## src/rtl/hazard_ctrl_pkg.sv

```systemverilog
// Shared definitions for the swt16 pipeline hazard controller.
package hazard_ctrl_pkg;

    localparam int REG_IDX_WIDTH_DEF = 4;
    localparam int WB_LATENCY_DEF    = 3;
    localparam int FLUSH_CYCLES_DEF  = 2;
    localparam int WRITE_THROUGH_DEF = 1;

    // Wide enough for FLUSH_CYCLES up to 7
    localparam int FLUSH_CNT_WIDTH   = 3;

    typedef enum logic [1:0] {
        ST_RUN   = 2'd0,
        ST_STALL = 2'd1,
        ST_FLUSH = 2'd2
    } hz_state_e;

    // Number of scoreboard slots that can still cause a RAW hazard. With a
    // write-through regfile the oldest slot is written in the same cycle the
    // consumer reads, so it never needs to stall.
    function automatic int num_checked_slots(input int wb_latency, input int write_through);
        return (write_through != 0) ? (wb_latency - 1) : wb_latency;
    endfunction

endpackage

```

## src/rtl/hazard_ctrl_scoreboard.sv

```systemverilog
// In-flight register-write tracker: a shift register of {valid, idx} slots,
// slot 0 being the instruction currently in execute, plus the RAW compare and
// the per-register busy mask.
module hazard_ctrl_scoreboard
    import hazard_ctrl_pkg::*;
#(
    parameter int IDX_W = REG_IDX_WIDTH_DEF,
    parameter int LAT   = WB_LATENCY_DEF,
    parameter int WT    = WRITE_THROUGH_DEF
) (
    input  logic                  clock,
    input  logic                  reset,
    input  logic                  load_i,
    input  logic [IDX_W-1:0]      load_idx_i,
    input  logic                  check_en_i,
    input  logic [IDX_W-1:0]      src1_idx_i,
    input  logic                  src1_used_i,
    input  logic [IDX_W-1:0]      src2_idx_i,
    input  logic                  src2_used_i,
    output logic                  hazard_o,
    output logic [2**IDX_W-1:0]   busy_o
);

    localparam int NCHK = num_checked_slots(LAT, WT);

    logic [LAT-1:0]   valid_q;
    logic [IDX_W-1:0] idx_q [LAT];
    logic             hit;
    logic [2**IDX_W-1:0] busy;

    // Advance every pending write by one stage; the oldest one retires.
    always_ff @(posedge clock or posedge reset) begin
        if (reset) begin
            valid_q <= '0;
            for (int k = 0; k < LAT; k++) begin
                idx_q[k] <= '0;
            end
        end else begin
            valid_q  <= {valid_q[LAT-2:0], load_i};
            idx_q[0] <= load_idx_i;
            for (int k = 1; k < LAT; k++) begin
                idx_q[k] <= idx_q[k-1];
            end
        end
    end

    // Match either used source against every slot still ahead of the regfile.
    always_comb begin
        hit = 1'b0;
        for (int k = 0; k < NCHK; k++) begin
            if (valid_q[k] &&
                ((src1_used_i && (idx_q[k] == src1_idx_i)) ||
                 (src2_used_i && (idx_q[k] == src2_idx_i)))) begin
                hit = 1'b1;
            end
        end
    end

    assign hazard_o = check_en_i & hit;

    // Busy mask covers all slots, including the one being written this cycle.
    always_comb begin
        busy = '0;
        for (int k = 0; k < LAT; k++) begin
            busy[idx_q[k]] = busy[idx_q[k]] | valid_q[k];
        end
    end

    assign busy_o = busy;

endmodule

```

## src/rtl/hazard_ctrl.sv

```systemverilog
// swt16 pipeline sequencer: stalls fetch/decode on RAW hazards, flushes the
// decoder after taken jumps, and injects bubbles into execute.
//
// state | meaning
// RUN   | normal issue, decode passes straight to execute
// STALL | consumer held until its producer leaves the checked slots
// FLUSH | decoder flushed for the remaining post-jump cycles
module hazard_ctrl
    import hazard_ctrl_pkg::*;
#(
    parameter int REG_IDX_WIDTH = REG_IDX_WIDTH_DEF,
    parameter int WB_LATENCY    = WB_LATENCY_DEF,
    parameter int FLUSH_CYCLES  = FLUSH_CYCLES_DEF,
    parameter int WRITE_THROUGH = WRITE_THROUGH_DEF
) (
    input  logic                          clock,
    input  logic                          reset,
    input  logic                          in_dec_valid,
    input  logic [REG_IDX_WIDTH-1:0]      in_dec_src1_idx,
    input  logic                          in_dec_src1_used,
    input  logic [REG_IDX_WIDTH-1:0]      in_dec_src2_idx,
    input  logic                          in_dec_src2_used,
    input  logic [REG_IDX_WIDTH-1:0]      in_dec_res_idx,
    input  logic                          in_dec_write_res,
    input  logic                          in_ex_jump,
    output logic                          out_stall,
    output logic                          out_flush,
    output logic                          out_bubble,
    output logic [2**REG_IDX_WIDTH-1:0]   out_busy,
    output logic [1:0]                    out_state
);

    localparam logic [FLUSH_CNT_WIDTH-1:0] FLUSH_LOAD = FLUSH_CNT_WIDTH'(FLUSH_CYCLES - 1);

    hz_state_e                  state_q, state_d;
    logic [FLUSH_CNT_WIDTH-1:0] flush_cnt_q, flush_cnt_d;
    logic                       hazard;
    logic                       stall_c, flush_c, bubble_c;
    logic                       issue;
    logic [2**REG_IDX_WIDTH-1:0] busy;

    hazard_ctrl_scoreboard #(
        .IDX_W (REG_IDX_WIDTH),
        .LAT   (WB_LATENCY),
        .WT    (WRITE_THROUGH)
    ) u_scoreboard (
        .clock       (clock),
        .reset       (reset),
        .load_i      (issue & in_dec_write_res),
        .load_idx_i  (in_dec_res_idx),
        .check_en_i  (in_dec_valid),
        .src1_idx_i  (in_dec_src1_idx),
        .src1_used_i (in_dec_src1_used),
        .src2_idx_i  (in_dec_src2_idx),
        .src2_used_i (in_dec_src2_used),
        .hazard_o    (hazard),
        .busy_o      (busy)
    );

    // Next state and same-cycle control outputs; a taken jump overrides everything.
    always_comb begin
        state_d     = state_q;
        flush_cnt_d = flush_cnt_q;
        stall_c     = 1'b0;
        flush_c     = 1'b0;
        bubble_c    = 1'b0;
        if (in_ex_jump) begin
            flush_c     = 1'b1;
            bubble_c    = 1'b1;
            flush_cnt_d = FLUSH_LOAD;
            state_d     = (FLUSH_CYCLES == 1) ? ST_RUN : ST_FLUSH;
        end else begin
            case (state_q)
                ST_RUN: begin
                    if (hazard) begin
                        stall_c  = 1'b1;
                        bubble_c = 1'b1;
                        state_d  = ST_STALL;
                    end
                end
                ST_STALL: begin
                    if (hazard) begin
                        stall_c  = 1'b1;
                        bubble_c = 1'b1;
                    end else begin
                        state_d  = ST_RUN;
                    end
                end
                ST_FLUSH: begin
                    flush_c  = 1'b1;
                    bubble_c = 1'b1;
                    if (flush_cnt_q <= FLUSH_CNT_WIDTH'(1)) begin
                        flush_cnt_d = '0;
                        state_d     = ST_RUN;
                    end else begin
                        flush_cnt_d = flush_cnt_q - FLUSH_CNT_WIDTH'(1);
                    end
                end
                default: begin
                    state_d     = ST_RUN;
                    flush_cnt_d = '0;
                end
            endcase
        end
    end

    // Only an instruction that neither stalls nor is flushed enters execute.
    assign issue = in_dec_valid & ~stall_c & ~flush_c;

    // FSM state and flush down-counter.
    always_ff @(posedge clock or posedge reset) begin
        if (reset) begin
            state_q     <= ST_RUN;
            flush_cnt_q <= '0;
        end else begin
            state_q     <= state_d;
            flush_cnt_q <= flush_cnt_d;
        end
    end

    // Controls are combinational from inputs, so hold them low while reset is asserted.
    assign out_stall  = stall_c  & ~reset;
    assign out_flush  = flush_c  & ~reset;
    assign out_bubble = bubble_c & ~reset;
    assign out_busy   = busy;
    assign out_state  = state_q;

endmodule

```

## config.mk

```make
export PLATFORM = sky130hd
export DESIGN_NAME = hazard_ctrl
export DESIGN_NICKNAME = d
export VERILOG_FILES = /design/src/rtl/hazard_ctrl_pkg.sv /design/src/rtl/hazard_ctrl_scoreboard.sv /design/src/rtl/hazard_ctrl.sv
export SDC_FILE = /design/constraint.sdc
export NUM_CORES = 1
export LEC_CHECK = 0
export BUFFER_PORTS_ARGS = -buffer_cell sky130_fd_sc_hd__buf_2
export CAP_MARGIN = 30
export CORE_MARGIN = 2
export CORE_UTILIZATION = 45
export CTS_CLUSTER_SIZE = 8
export DETAILED_ROUTE_END_ITERATION = 10
export PLACE_DENSITY = 0.71
export SLEW_MARGIN = 10
export SYNTH_ARGS = -nofsm -noshare
export SYNTH_HDL_FRONTEND = slang
export SYNTH_SLANG_ARGS = --single-unit
```

## constraint.sdc

```tcl
create_clock -name clock -period 2.25 [get_ports clock]
set_clock_uncertainty 0.15 [all_clocks]
set_input_delay 0.675 -clock clock [delete_from_list [all_inputs] [get_ports clock]]
set_output_delay 0.675 -clock clock [all_outputs]
set_load 0.005 [all_outputs]
```

=== Word level (Yosys, flattened, before mapping) ===
Memory sizes are Yosys's and may differ from the RTL's.
Cells that the tools add are included.
W data, S select, Z words.

* Bits in read-only memories: 16
* Word-level logic and storage cells: 83
* Input bits: 19
* Register bits after elaboration: 20
* Memories: 1

{| class="wikitable"
|+ Memory list
! name !! words !! bits a word !! read ports !! clocked after Yosys merged registers in !! write ports !! RTL line !! RTL
|-
| (name not given) || 16 || 1 || 1 || 0 || 0 || hazard_ctrl_scoreboard.sv:65 || <nowiki>busy[idx_q[k]] = busy[idx_q[k]] | valid_q[k];</nowiki>
|}

* Reduce and logical (&&, ||, !) cells: 14
* Multiplexer cells: 30
* $lt $le $gt $ge: 7
* Equal/unequal tests: 10
* $add $sub $neg: 1
* Bitwise logic cells: 14

{| class="wikitable"
|+ Operators with widths
! cell !! count
|-
| $bwmux W16 || 2
|-
| $and A16 B16 Y16 || 1
|-
| $eq A4 B4 Y1 || 4
|-
| $lt A4 B5 Y1 const B || 3
|-
| $mux W1 || 14
|-
| $demux W1 S4 || 3
|-
| $ge A4 B1 Y1 const B || 3
|-
| $logic_and A1 B1 Y1 || 9
|-
| $ne A3 B3 Y1 const B || 3
|-
| $bmux W1 S4 || 2
|-
| $mux W2 || 4
|-
| $and A1 B1 Y1 || 7
|-
| $mux W3 || 2
|-
| $pmux W2 S3 || 1
|-
| $pmux W3 S2 || 1
|-
| $le A3 B1 Y1 const B || 1
|-
| $not A1 Y1 || 3
|-
| $or A1 B1 Y1 || 3
|-
| $reduce_and A3 Y1 || 1
|-
| $sub A3 B1 Y3 const B || 1
|-
| $eq A2 B1 Y1 const B || 1
|-
| $eq A2 B2 Y1 const B || 1
|-
| $logic_not A2 Y1 || 1
|-
| $logic_or A1 B1 Y1 || 2
|-
| other kinds (3) || 3
|}

=== Depth between registers and ports, before layout ===
Gate-level depths: netlist of run 1.

* Depth in word-level cells: 14
* Depth in mapped cells: 7
* Depth with buffers taken out: 6

=== Cells and area by module ===
Synthesis of run 1 repeated with hierarchy kept, for this count alone.

* Cell total of the unflattened synthesis: 213
* Area total of the unflattened synthesis: 1689.1 µm²

{| class="wikitable"
|+ By module, submodules not included
! module !! cells an instance !! times used !! seq. area each (µm²) !! area an instance (µm²)
|-
| hazard_ctrl_scoreboard || 181 || 1 || 375.4 || 1383.8
|-
| hazard_ctrl || 32 || 1 || 125.1 || 305.3
|}

=== Least setup slack after synthesis of run 1 ===
OpenSTA, ideal clock, no wires.

* Path type: reg-to-output
* From: register u_scoreboard.idx_q[1] in the netlist's numbering
* To: output out_busy[15]
* Slack: -0.173 ns
* Cell stages (with the launch flop): 7
* Arrival: 1.598 ns
* Buffers on the path: 1
* Data required time: 1.425 ns
* Cells stage by stage: dfrtp_1 -> buf_6 -> and2b_4 -> a22o_1 -> a32o_1 -> a221oi_2 -> a22oi_1

* Longest elaborated chain between the ends: 5
* Elaborated cells on any way between the ends: 9

{| class="wikitable"
|+ RTL lines
! element !! RTL line !! RTL
|-
| from (decl) || hazard_ctrl_scoreboard.sv:27 || <nowiki>logic [IDX_W-1:0] idx_q [LAT];</nowiki>
|-
| from (signal, indexed assignment) || hazard_ctrl_scoreboard.sv:42 || <nowiki>idx_q[k] <= idx_q[k-1];</nowiki>
|-
| $lt A4 B5 Y1 (not written as such) or $ge A4 B1 Y1 (tied branches) || hazard_ctrl_scoreboard.sv:65 ||
|-
| $logic_and A1 B1 Y1 (not written as such) || hazard_ctrl_scoreboard.sv:65 ||
|-
| $mux W1 (not written as such) || hazard_ctrl_scoreboard.sv:65 ||
|-
| $demux W1 S4 || n/a ||
|-
| $bwmux W16 (*) || hazard_ctrl_scoreboard.sv:65 ||
|-
| to (decl) || hazard_ctrl.sv:29 || <nowiki>output logic [2**REG_IDX_WIDTH-1:0] out_busy,</nowiki>
|}

Mark *: on every way between the ends. The rest lies on a longest branch, timed or not. The select of a mux whose other input is x is not followed.

=== Final worst setup path of run 1 ===
* From: register u_scoreboard.idx_q[0] in the netlist's numbering
* To: output out_busy[15]

Same word-level chain as after synthesis.

==> results by group, run 1 <==
Layout
  • Fin nets: between 300 and 400
  • Core Util, Final: 80.0%
  • Share of cells above drive strength 1: 56.5%
  • Antenna diodes: 0
  • P&R area growth vs syn: 68.0%
  • Post-route cell area: between 2000 and 3000 µm²
  • Fill cells: roughly 240

Floorplanning
  • IO Pins: 40
  • Initial Utilization: a little under half
  • Core area: 3740 µm²
  • Die Span X: about 67 µm
  • Row count: 22
  • DIE AREA: 4480 µm²
  • Die height: ~67 µm

Timing
  • WHS: 0.293 ns
  • Slew HR: about three quarters
  • RSZ-0062 raised after global routing: yes
  • Worst slew pin tran: ~0.37 ns
  • Final Hold Viols: 0
  • Worst setup margin: -0.610 ns
  • Fmax: between 300 and 400 MHz
  • # setup viols final: 18
  • Tcrit/Tclk final: 127%
  • Final Max Tran Viols: 0
  • Tmin final: approximately 2.9 ns

GRT
  • Met3 Track Usage GR: ~4.4%
  • Gr busiest metal: met2
  • Pin count of the biggest net entering global routing: 21
  • GRT Resource Usage Total: between 20% and 30%
  • Global-route wire length before repair: about 9800 µm
  • Initial antenna violation count: 0
  • Met2 Track Usage GR: about 51%
  • Vias in the first global route: roughly 2,000
  • GR Util met1: 34.3%
  • Total grt overflow: 0

Setup path
  • Type of origin of the critical path: flop
  • Crit end category: output port
  • CP Launch Point: u_scoreboard.idx_q[0]
  • Crit path DAT: 2.03 ns
  • Reg2reg start: u_scoreboard.idx_q[4]
  • CP Max Fanout: 4
  • Worst Path Class, Setup: reg2out
  • CP required: approximately 1.4 ns

Placed design
  • Detail Placement HPWL: ~4300 µm
  • Setup WS pre-CTS: -0.340 ns
  • Final GP Congestion: between 0.9 and 1
  • Buffers added on ports: 39
  • Placed cell area: approximately 2500 µm²

Route
  • Antenna-violating nets left: 0
  • Drt total wl: about 6800 µm
  • Drt pass-1 iters: 5
  • DR DRC count: 0
  • Average vias per placed instance: 5.86
  • Initial DRC count: just over 200
  • Routed WL per cell: between 15 and 20 µm
  • Via Count: 2,167

Yosys
  • Leading area contributor after synthesis: dfrtp_1
  • Main synth FF type: dfrtp_1
  • Synthesized area: between 1500 and 2000 µm²
  • Synth area leaders: dfrtp_1 (28%), xor2_1 (7.4%), nand2_1 (4.6%)
  • Syn Area/Cell: about 8.5 µm²
  • Syn Nets: around 230
  • Netlist cell types: 51
  • #FFs+latches synth: 20
  • Synth Warn #: 0
  • Sequential fraction of the synthesis area: approximately 28%
  • Yosys top cell area share: ~28%
  • Ys async rst share: 100%
  • Post-synth EDFFs: 0
  • Cells after Synth: between 200 and 250

Run status
  • Run status: finished with violations
  • Failing checks: negative setup slack

Clock network
  • Clock Path Buffers: 2
  • CTS clock-pin slew for the worst setup and hold paths: around 0.080 ns
  • CTS tree: built
  • Num CTS Buffers: 3
  • TritonCTS Sinks: 20
  • H-Tree Depth: 1
  • Root Buffer: clkbuf_8
  • Clock Latency Late Sink: around 0.27 ns

Power
  • P_int: about 0.0007 W
  • Sw Ratio: 31.8%
  • Reg power frac: 39.2%
  • Pwr Density: 343 nW/µm²
  • Leak: 1.40 nW
  • Gate power share: between 30% and 40%
  • P_sw: ~0.00033 W
  • Max IR drop VDD: about 450 µV
  • Clock Power Share: between 20% and 30%

Hold path
  • Hold Path Class: in2async

Job
  • Max cap viols: 0
registers in the layout (all words and copies together), names as in the netlist:
signal                flops
u_scoreboard.idx_q       12
flush_cnt_q               3
u_scoreboard.valid_q      3
out_state                 2
kinds of logic after synthesis:
family,after synthesis,synth area share (%)
simple gates,100,30.9
compound gates,48,22.7
xor+xnor,23,11.3
flops,20,28.1
buf+inv,19,6.45
fa+ha+maj,1,0.701
worst max-delay path, stage by stage, from the launching register on:
cell      delay [ns]
dfrtp_1         0.42
and2b_4         0.21
a22o_1          0.21
a32o_2          0.29
a221oi_4        0.35
a22oi_1         0.13
buf_2           0.14
cell usage in the layout (no fill, tap or decap), drive strengths merged, types with 2 or more instances in the layout:
master,netlist,routed
buf,13,122
nand2,22,22
dfrtp,20,20
nor2,17,17
xor2,15,15
nand3,12,12
a31oi,10,10
nor2b,9,9
xnor2,8,8
a21oi,7,7
and2,7,7
a32oi,6,6
nor3,6,6
nand2b,5,5
inv,4,4
nor4,4,4
clkbuf,2,4
a221oi,4,4
o21ai,4,4
a22oi,3,3
and3,3,3
nand4,3,3
a32o,3,3
and2b,3,3
nand4b,2,2
and3b,2,2
a2111oi,2,2
o41ai,2,2
nor3b,2,2
synth_stat cells, types with 5 or more instances:
library cell	instances
a21oi_1	6
a31oi_1	10
a32oi_1	6
and2_1	7
buf_2	8
dfrtp_1	20
nand2_1	22
nand2b_1	5
nand3_1	12
nor2_1	17
nor2b_1	7
nor3_1	6
xnor2_1	8
xor2_1	15
path summary, 6_finish.rpt:
kind	to	cells past startpoint	slack [ns]
worst max-delay path	out_busy[15]	6	-0.61
worst min-delay path	out_state[0]	3	0.29
worst max register to register	u_scoreboard.valid_q[0]	7	0.14
worst min register to register	u_scoreboard.idx_q[7]	0	0.35
max in group asynchronous	u_scoreboard.idx_q[7]	3	1.42
min in group clock	u_scoreboard.idx_q[7]	0	0.35
layer usage:
layer	vias up	part of all wire, %
met5	-	0
met3	34	4.9
met2	115	51
li1	987	-
met4	0	6.1
met1	1031	38
metrics by stage:
stage	power [W]	std cells	TNS (ns)
after global routing	0.00107	370	-10.22
after CTS	0.000967	365	-8.02
after global placement	0.000652	352	-3.44
after detailed placement	0.000658	352	-3.88
final	0.00103	370	-8.69
after floorplan	0.000536	211	-1.02
area by class of cell:
type	instances	area (µm²)	area share, %
Multi-Input combinational cell	172	1470	49.1
Timing Repair Buffer	122	882	29.4
Sequential cell	20	513	17.1
Tap cell	48	60.1	2.00
Clock buffer	4	55.1	1.84
Inverter	4	15.0	0.501
power by group through the flow:
stage / Sequential [W] / Combinational, W / Clock (W)
finish: 0.000403 / 0.000347 / 0.000278
global route: 0.000406 / 0.000369 / 0.000298
CTS: 0.000399 / 0.000294 / 0.000274
detailed placement: 0.000404 / 0.000254 / 0
global placement: 0.000403 / 0.000249 / 0
floorplan: 0.000391 / 0.000145 / 0
repair_timing:
action	in CTS	in global routing
pin swaps	8	18
gates cloned	0	0
hold endpoints to repair	0	0
hold buffers	0	0
buffers inserted	10	5
setup endpoints to repair	18	18
resized for setup	48	24
No activity file was read; power rests on OpenSTA's default activity.
==> run 2, diff against run 1 <==
--- a/config.mk
+++ b/config.mk
@@ -8,10 +8,10 @@
 export BUFFER_PORTS_ARGS = -buffer_cell sky130_fd_sc_hd__buf_2
 export CAP_MARGIN = 30
 export CORE_MARGIN = 2
-export CORE_UTILIZATION = 45
+export CORE_UTILIZATION = 49
 export CTS_CLUSTER_SIZE = 8
 export DETAILED_ROUTE_END_ITERATION = 10
-export PLACE_DENSITY = 0.71
+export PLACE_DENSITY = 0.76
 export SLEW_MARGIN = 10
 export SYNTH_ARGS = -nofsm -noshare
 export SYNTH_HDL_FRONTEND = slang
==> results by group, run 2 (same netlist as run 1, synthesis figures left out) <==
Layout
  • Fill cells: 226 (-7.0%)
  • Share of cells above drive strength 1: 50.5% (-6.0 points)
  • Most frequent cells in the layout: buf_4 (67), buf_2 (39), nand2_1 (22), nor2_1 (15), dfrtp_1 (13)
  • Area of the multi-input gates: 1360 µm² (-7.7%)
  • Count of non-filler cells in the finished layout: 357 (-3.5%)
  • Commonest non-fill, non-tap cell in the layout: buf_4
  • Antenna diodes: 0 (unchanged)
  • P&R area growth vs syn: 53.0%
  • Fin nets: 332 (-3.2%)
  • Core Util, Final: 79.9% (-0.12 points)
  • Most flop-heavy register: u_scoreboard.idx_q
  • Largest registers: u_scoreboard.idx_q: 12 flops, flush_cnt_q: 3 flops, u_scoreboard.valid_q: 3 flops
  • Register Area: 509 µm² (-0.73%)
  • Max reg flops: 12 (unchanged)
  • Post-route cell area: 2730 µm² (-8.9%)

Hold path
  • Hold Path Class: in2async

Clock network
  • CTS clock-pin slew for the worst setup and hold paths: 0.10 ns (+0.02 ns)
  • CTS tree: built
  • H-Tree Depth: 1 (unchanged)
  • TritonCTS Sinks: 20 (unchanged)
  • Hold-fix buffers, CTS: 0 (unchanged)
  • Root Buffer: clkbuf_4
  • Clock Latency Late Sink: 0.29 ns (+0.02 ns)
  • Num CTS Buffers: 3 (unchanged)
  • Clock Path Buffers: 2 (unchanged)

Setup path
  • Buffers and inverters on the worst path: 1 (unchanged)
  • Type of origin of the critical path: flop
  • Worst path max stage delay: 0.49 ns (+0.07 ns)
  • Worst Path Class, Setup: reg2out
  • FF-to-FF path depth: 7 (unchanged)
  • FF-to-FF setup slack: 0.17 ns (+0.03 ns)
  • Critical path's slowest cell: dfrtp_2
  • CP Max Fanout: 6 (+2)
  • Critical path cell sequence: nor2b_1 -> a22o_1 -> a32o_2 -> a221oi_4 -> a22oi_1 -> buf_2
  • CP required: 1.42 ns (about the same)
  • Crit path DAT: 2.07 ns (+0.04 ns)
  • Crit path max-delay family: compound AO/OA/AOI/OAI gates
  • Reg2reg start: u_scoreboard.idx_q[10]
  • Crit Reg-Reg Endpoint: u_scoreboard.valid_q[0]
  • Crit end category: output port
  • Cell depth of the worst setup path: 6 (unchanged)

Floorplanning
  • Row count: 21 (-4.5%)
  • Die Span X: 64.3 µm (-3.9%)
  • Core area: 3420 µm² (-8.8%)
  • Die height: 64.3 µm (-3.9%)
  • IO Pins: 40 (unchanged)
  • Initial Utilization: 52.2% (+4.6 points)
  • DIE AREA: 4140 µm² (-7.7%)

Timing
  • Tmin final: 2.90 ns (+0.0388 ns)
  • Final Max Tran Viols: 0 (unchanged)
  • Final Hold Viols: 0 (unchanged)
  • Worst slew pin tran: 0.471 ns (+0.0982 ns)
  • RSZ-0062 raised after global routing: yes
  • Worst setup margin: -0.649 ns (-0.0388 ns)
  • Setup TNS: -9.83 ns (-1.14 ns)
  • # setup viols final: 18 (unchanged)
  • Slew HR: 68.3% (-6.7 points)
  • Fmax: 345 MHz (-1.3%)
  • Tcrit/Tclk final: 129% (+1.7 points)

Route
  • Antenna-violating nets left: 0 (unchanged)
  • Initial DRC count: 178 (-12%)
  • DR DRC count: 0 (unchanged)
  • Routed WL per cell: 16.6 µm (-9.6%)
  • Via Count: 2,057 (-5.1%)
  • Average vias per placed instance: 5.76 (-1.6%)
  • Drt total wl: 5910 µm (-13%)
  • Drt pass-1 iters: 5 (unchanged)

GRT
  • Total grt overflow: 0 (unchanged)
  • Pin count of the biggest net entering global routing: 21 (unchanged)
  • GRT Resource Usage Total: 28.2% (-1.2 points)
  • Vias in the first global route: 1,955 (-3.6%)
  • Initial antenna violation count: 0 (unchanged)
  • Global-route wire length before repair: 9160 µm (-6.3%)

Power
  • Max IR drop VDD: 497 µV (+11%)
  • Power after layout: 0.000899 W (-13%)
  • Pwr Density: 329 nW/µm² (-4.1%)
  • Leak: 1.31 nW (-6.5%)

Job
  • Max cap viols: 0 (unchanged)

Run status
  • Failing checks: negative setup slack
  • Run status: finished with violations

Placed design
  • Detail Placement HPWL: 4040 µm (-5.1%)
  • Placed cell area: 2360 µm² (-4.1%)
  • Dpl cells: 337 (-4.3%)
  • Buffers added on ports: 39 (unchanged)
  • Final GP Congestion: 0.926 (+2.7%)
## run 2: cell count changes in the layout (fill, tap and decap cells not counted), moves of 4 or more
| cell | before | now |
|---|---|---|
| nand3_1 | 5 | 10 |
| nand3_2 | 7 | 2 |
| buf_6 | 17 | 5 |
| xor2_1 | 6 | 10 |
## run 2: worst max path at each step
stage,from,to,slack [ns]
detailed placement,in_dec_src1_idx[0],out_stall,-0.38
CTS,u_scoreboard.idx_q[5],out_busy[10],-0.58
floorplan,u_scoreboard.idx_q[4],out_busy[12],-0.16
global placement,u_scoreboard.idx_q[4],out_busy[10],-0.32
global route,u_scoreboard.idx_q[5],out_busy[8],-0.75
finish,u_scoreboard.idx_q[9],out_busy[15],-0.65
## run 2: routing by layer
metal | vias up | wire length (µm) | share of wire (%) | track usage, %
met4 | 0 | 163 | 2.8 | 14.1
met3 | 24 | 328 | 5.5 | 2.64
met1 | 954 | 2330 | 39 | 35.0
met5 | - | 0 | 0 | 0
met2 | 108 | 3090 | 52 | 48.6
li1 | 971 | - | - | -
## run 2: worst min-delay path, cell delays in order
cell	delay, ns
buf_2	0.12
inv_1	0.05
buf_4	0.25
## run 2: repair_timing
action                                  4_1_cts  5_1_grt
endpoints found under the setup margin       18       19
pin swaps                                     8       10
endpoints found under the hold margin         0        0
setup buffers                                12        4
gates cloned                                  1        0
resized for setup                            26       17
## run 2: power by group
group	leakage (nW)	switching [W]	internal (W)
Clock	0.0210	0.0000997	0.0000986
Sequential	0.238	0.0000259	0.000375
Combinational	1.05	0.000153	0.000146
Total	1.31	0.000279	0.000620
## run 2: area by class of cell
cell class,count,share of cell area [%]
tap,46,2.11
timing repair buffer,111,27.6
sequential,20,18.7
inverter,4,0.550
multi-input combinational,172,49.7
clock buffer,4,1.33
## run 2: metrics by stage
step	hold WS [ns]	setup slack (ns)
2_1_floorplan	0.199	-0.160
3_3_place_gp	0.334	-0.319
3_5_place_dp	0.338	-0.377
4_1_cts	0.259	-0.583
5_1_grt	0.270	-0.750
6_report	0.255	-0.649
